**src/rtl/ladybird_aclint.sv**
```systemverilog
// ACLINT responder (MSWI/MTIMER/SSWI) for the ladybird hart; response one cycle after accept, one request in flight.
// Optional LADYBIRD_ACLINT_MTIME_LATCH_EN: MTIME lo read shadows mtime[63:32] for a tear-free hi read.
module ladybird_aclint #(
    parameter logic [31:0] BASEADDR = 32'h0200_0000,
    parameter int unsigned TICK_DIV = 1
) (
    input  logic        clk,
    input  logic        reset,
    input  logic        req_valid,
    output logic        req_ready,
    input  logic [31:0] req_addr,
    input  logic [31:0] req_wdata,
    input  logic [3:0]  req_strb,
    output logic        resp_valid,
    input  logic        resp_ready,
    output logic [31:0] resp_data,
    output logic        mtip,
    output logic        msip,
    output logic        ssip_set
);
    localparam logic [0:0] S_IDLE = 1'b0;
    localparam logic [0:0] S_RESP = 1'b1;

    localparam logic [15:0] OFF_MSIP     = 16'h0000;
    localparam logic [15:0] OFF_CMP_LO   = 16'h4000;
    localparam logic [15:0] OFF_CMP_HI   = 16'h4004;
    localparam logic [15:0] OFF_SETSSIP  = 16'h8000;
    localparam logic [15:0] OFF_MTIME_LO = 16'hBFF8;
    localparam logic [15:0] OFF_MTIME_HI = 16'hBFFC;

    logic [0:0]  state_q, state_d;
    logic [31:0] resp_data_q, resp_data_d;
    logic [63:0] mtime_q, mtime_d, mtimecmp_q, mtimecmp_d;
    logic [15:0] presc_q, presc_d;
    logic        msip_q, msip_d, ssip_q, ssip_d, mtip_q;
    logic [15:0] off;
    logic        is_wr, tick;
    logic [63:0] mtime_inc;
    logic [31:0] rdata;
    logic        unused_addr_bits;
`ifdef LADYBIRD_ACLINT_MTIME_LATCH_EN
    logic [31:0] shadow_q, shadow_d;
    logic        shadow_vld_q, shadow_vld_d;
`endif

    function automatic logic [31:0] merge(input logic [31:0] old, input logic [31:0] wd,
                                          input logic [3:0] strb);
        logic [31:0] res;
        res = old;
        for (int b = 0; b < 4; b++) begin
            if (strb[b]) res[8*b +: 8] = wd[8*b +: 8];
        end
        return res;
    endfunction

    assign unused_addr_bits = ^req_addr[31:16];
    assign off       = (req_addr[15:0] - BASEADDR[15:0]) & 16'hFFFC;
    assign is_wr     = (req_strb != 4'b0000);
    assign tick      = (presc_q == 16'(TICK_DIV - 1));
    assign presc_d   = tick ? 16'd0 : presc_q + 16'd1;
    assign mtime_inc = mtime_q + {63'd0, tick};

    always_comb begin
        rdata = 32'd0;
        case (off)
            OFF_MSIP:     rdata = {31'd0, msip_q};
            OFF_CMP_LO:   rdata = mtimecmp_q[31:0];
            OFF_CMP_HI:   rdata = mtimecmp_q[63:32];
            OFF_MTIME_LO: rdata = mtime_q[31:0];
`ifdef LADYBIRD_ACLINT_MTIME_LATCH_EN
            OFF_MTIME_HI: rdata = shadow_vld_q ? shadow_q : mtime_q[63:32];
`else
            OFF_MTIME_HI: rdata = mtime_q[63:32];
`endif
            default:      rdata = 32'd0;
        endcase
    end

    // MTIME writes merge into the ticked value so unwritten bytes keep the carry from the old value.
    always_comb begin
        state_d     = state_q;
        resp_data_d = resp_data_q;
        mtime_d     = mtime_inc;
        mtimecmp_d  = mtimecmp_q;
        msip_d      = msip_q;
        ssip_d      = 1'b0;
`ifdef LADYBIRD_ACLINT_MTIME_LATCH_EN
        shadow_d     = shadow_q;
        shadow_vld_d = shadow_vld_q;
`endif
        if (state_q == S_IDLE) begin
            if (req_valid) begin
                state_d     = S_RESP;
                resp_data_d = is_wr ? 32'd0 : rdata;
                if (is_wr) begin
                    case (off)
                        OFF_MSIP:     if (req_strb[0]) msip_d = req_wdata[0];
                        OFF_CMP_LO:   mtimecmp_d[31:0]  = merge(mtimecmp_q[31:0], req_wdata, req_strb);
                        OFF_CMP_HI:   mtimecmp_d[63:32] = merge(mtimecmp_q[63:32], req_wdata, req_strb);
                        OFF_SETSSIP:  ssip_d = req_wdata[0] & req_strb[0];
                        OFF_MTIME_LO: begin
                            mtime_d[31:0] = merge(mtime_inc[31:0], req_wdata, req_strb);
`ifdef LADYBIRD_ACLINT_MTIME_LATCH_EN
                            shadow_d     = 32'd0;
                            shadow_vld_d = 1'b0;
`endif
                        end
                        OFF_MTIME_HI: begin
                            mtime_d[63:32] = merge(mtime_inc[63:32], req_wdata, req_strb);
`ifdef LADYBIRD_ACLINT_MTIME_LATCH_EN
                            shadow_d     = 32'd0;
                            shadow_vld_d = 1'b0;
`endif
                        end
                        default: ;
                    endcase
                end
`ifdef LADYBIRD_ACLINT_MTIME_LATCH_EN
                else if (off == OFF_MTIME_LO) begin
                    shadow_d     = mtime_q[63:32];
                    shadow_vld_d = 1'b1;
                end else if (off == OFF_MTIME_HI) begin
                    shadow_vld_d = 1'b0;
                end
`endif
            end
        end else if (resp_ready) begin
            state_d = S_IDLE;
        end
    end

    always_ff @(posedge clk) begin
        if (reset) begin
            state_q     <= S_IDLE;
            resp_data_q <= 32'd0;
            mtime_q     <= 64'd0;
            mtimecmp_q  <= 64'hFFFF_FFFF_FFFF_FFFF;
            presc_q     <= 16'd0;
            msip_q      <= 1'b0;
            ssip_q      <= 1'b0;
            mtip_q      <= 1'b0;
`ifdef LADYBIRD_ACLINT_MTIME_LATCH_EN
            shadow_q     <= 32'd0;
            shadow_vld_q <= 1'b0;
`endif
        end else begin
            state_q     <= state_d;
            resp_data_q <= resp_data_d;
            mtime_q     <= mtime_d;
            mtimecmp_q  <= mtimecmp_d;
            presc_q     <= presc_d;
            msip_q      <= msip_d;
            ssip_q      <= ssip_d;
            mtip_q      <= (mtime_q >= mtimecmp_q);
`ifdef LADYBIRD_ACLINT_MTIME_LATCH_EN
            shadow_q     <= shadow_d;
            shadow_vld_q <= shadow_vld_d;
`endif
        end
    end

    assign req_ready  = (state_q == S_IDLE);
    assign resp_valid = (state_q == S_RESP);
    assign resp_data  = resp_data_q;
    assign mtip       = mtip_q;
    assign msip       = msip_q;
    assign ssip_set   = ssip_q;
endmodule

```
**config.mk**
```make
export PLATFORM = sky130hd
export DESIGN_NAME = ladybird_aclint
export DESIGN_NICKNAME = d
export VERILOG_FILES = /design/src/rtl/ladybird_aclint.sv
export SDC_FILE = /design/constraint.sdc
export NUM_CORES = 1
export LEC_CHECK = 0
export CELL_PAD_IN_SITES_DETAIL_PLACEMENT = 2
export CELL_PAD_IN_SITES_GLOBAL_PLACEMENT = 2
export CORE_ASPECT_RATIO = 1.75
export CORE_UTILIZATION = 38
export DETAILED_ROUTE_END_ITERATION = 16
export PLACE_DENSITY_LB_ADDON = 0.1
export SETUP_SLACK_MARGIN = 0.15
export SYNTH_ARGS = -nofsm -noshare
export SYNTH_HDL_FRONTEND = slang
export SYNTH_SLANG_ARGS = --single-unit
```
**constraint.sdc**
```tcl
create_clock -name clk -period 4.85 [get_ports clk]
set_input_delay 1.2125 -clock clk [delete_from_list [all_inputs] [get_ports clk]]
set_output_delay 1.2125 -clock clk [all_outputs]
set_load 0.1 [all_outputs]
```
==> flow_summary.json <==
{
  "status": "finished with violations",
  "violations": "design-rule violations",
  "power_switching_mw": 0.7274,
  "synth_cell_types": 56,
  "fmax_ghz": 0.2671,
  "die_w_um": 125.5,
  "cts_max_level": 4,
  "path_max_fanout": 8,
  "fin_total_pwr_mw": 3.048,
  "pin_count": 109,
  "layout_commonest_cell": "dfxtp_1",
  "clk_pin_slew_worst_paths_ns": 0.07,
  "wl_per_cell_um": 22.53,
  "vias": 9295,
  "ir_drop_mv": 0.2496,
  "fin_crit_sh_pct": 77.18,
  "hold_buffers": 0,
  "relSlewSlack_pct": 31.70,
  "timing.setup.tns_ns": 0,
  "grt_pass1_wl_mm": 57.29,
  "worstPathArrival_ns": 4.10,
  "async_flop_share_pct": 0,
  "criticalPathCategory": "flop to flop",
  "gp_congestion": 0.7914,
  "wl_mm": 35.71,
  "synth_cells": 1187,
  "cts_resized": 0,
  "cts_max_path_buffers": 2,
  "drv_cap": 0,
  "clk_latency_ns": 0.46,
  "grt_use_total_pct": 27.32,
  "tightest_slew_ns": 1.021,
  "area_delta_synth_final_pct": 17.41,
  "io_buffers": 90,
  "grt_pass1_vias": 10410,
  "grt_start_max_net_pins": 56,
  "ys_ff_latch": 180,
  "dieArea_um2": 27390,
  "num_rows": 78,
  "post_cts_buffers": 0,
  "cts_tree": "yes",
  "drt_iter0_drc": 307,
  "ys_warn_count": 0,
  "drc_errors": 5,
  "maxSlewViolCount": 0,
  "rsz0062_at_grt": "false",
  "intPower_mw": 2.320,
  "final_cell_mix": "dfxtp_1, nand2_1, nor2_1, clkdlybuf4s50_1, inv_1",
  "grt-ovfl-total": 0,
  "synth_edf_count": 0,
  "p_comb_share_pct": 5.5,
  "synthesis.nets": 1327,
  "avgViaCountPerCell": 5.864,
  "worst_clock_skew_ns": 0.01091,
  "end_kind": "flop",
  "diodes": 0,
  "clock_power_share_pct": 45.8,
  "drive_gt1_share_pct": 5.692,
  "dr.pass1.iters": 10,
  "dp_hpwl_mm": 26.33,
  "die_y_um": 218.2,
  "postRouteAntennaNets": 0,
  "start_util_pct": 38.95,
  "hold_slack_ns": 0.4531,
  "syn_area_per_cell_um2": 8.550,
  "critical_path_required_ns": 5.20,
  "cp-start-kind": "flop",
  "yosysSeqAreaShare_pct": 35.51,
  "core_area_um2": 26060,
  "power_density_nw_per_um2": 255.8,
  "dpl.cell_count": 1553,
  "numCtsBuffers": 17,
  "power.leakage_nw": 5.069,
  "ctsRootBufferMaster": "clkbuf_16",
  "p_seq_share_pct": 48.7,
  "hold_viol_final": 0,
  "setup_viol": 0,
  "nets": 1392,
  "swShare_pct": 23.87,
  "fin_crit_ns": 3.743,
  "instances_no_fill": 1585,
  "ys.flop_type": "dfxtp_1",
  "min_path_type": "flop to flop",
  "antenna_found_initial": 0,
  "cts.sink_count": 180,
  "netlist_area_um2": 10150
}
==> per-stage QoR <==
stage | setup WS [ns] | utilization [%] | cell area, um2
detailed placement | 1.088 | 43.51 | 11340
global placement | 1.143 | 43.51 | 11340
finish | 1.107 | 45.73 | 11920
floorplan | 1.935 | - | 10150
CTS | 1.026 | 45.73 | 11920
global route | 0.9318 | 45.73 | 11920
==> power groups by stage <==
stage | combinational [mW] | sequential, mW | clock, mW
floorplan | 0.0648 | 1.52 | 0
global placement | 0.166 | 1.52 | 0
detailed placement | 0.168 | 1.52 | 0
CTS | 0.169 | 1.48 | 1.42
global route | 0.178 | 1.48 | 1.48
finish | 0.168 | 1.49 | 1.39
==> state kept, by name, indices dropped and copies added, names as in the netlist <==
register    cells
mtime_q        64
mtimecmp_q     64
resp_data      32
presc_q        16
msip            1
mtip            1
resp_valid      1
ssip_set        1
==> cells in the mapped netlist, drive strengths merged (4+ instances only) <==
master / instances / area share [%]
nor4: 17 / 1.7
mux2i: 70 / 6.9
nand2: 148 / 5.5
xnor2: 32 / 2.8
xor2: 38 / 3.3
o211ai: 65 / 4.8
a311oi: 4 / 0.35
ha: 68 / 8.4
clkbuf: 53 / 2.0
nor3: 21 / 1.4
o22a: 31 / 2.7
or3: 9 / 0.55
inv: 81 / 3.0
dfxtp: 180 / 36
a221oi: 5 / 0.43
nand4: 26 / 2.0
and2: 5 / 0.31
and4: 7 / 0.60
a211oi: 42 / 3.1
o21ai: 47 / 2.3
and3: 22 / 1.4
or4: 4 / 0.30
a21oi: 26 / 1.3
nor2: 89 / 3.3
a22o: 17 / 1.5
buf: 8 / 0.35
nand3: 47 / 2.5
==> per-layer routing <==
layer	vias up	track usage, %	share of wire (%)
met1	4708	28.54	39
met3	58	2.693	1.8
met4	0	13.09	3.4
met2	134	53.69	56
li1	4395	-	-
met5	-	0	0
==> area by class of cell <==
class / count / area (um2)
Fill cell: 2923 / 14140
Sequential cell: 180 / 3603
Inverter: 82 / 307.8
Timing Repair Buffer: 107 / 1021
Clock buffer: 25 / 505.5
Tap cell: 320 / 400.4
Multi-Input combinational cell: 864 / 6006
Clock inverter: 7 / 71.32
==> kinds of logic (layout without fill, tap and decap cells) <==
family | after synthesis | after routing | synth area share [%]
flops | 180 | 180 | 35.51
mux | 70 | 70 | 6.904
compound gates | 249 | 249 | 17.35
buf+inv | 143 | 221 | 5.338
xor+xnor | 70 | 70 | 6.041
fa+ha+maj | 68 | 68 | 8.384
simple gates | 407 | 407 | 20.48
==> critical path: stages, from the launching register on <==
cell	delay, ns
dfxtp_1	0.36
inv_1	0.08
ha_1	0.13
nor4b_1	0.29
and4_1	0.29
ha_1	0.21
ha_1	0.30
nand3_1	0.24
nor4_4	0.75
nand2_2	0.29
nor3_1	0.35
xor2_1	0.12
a22o_1	0.20
==> final timing paths <==
path / from / to / slack, ns / cells after the start
worst max-delay path: presc_q[0] / mtime_q[58] / 1.11 / 12
worst min-delay path: resp_data[29] / resp_data[29] / 0.45 / 2
worst max register to register: presc_q[0] / mtime_q[58] / 1.11 / 12
worst min register to register: resp_data[29] / resp_data[29] / 0.45 / 2
No activity file was read; power rests on OpenSTA's default activity.
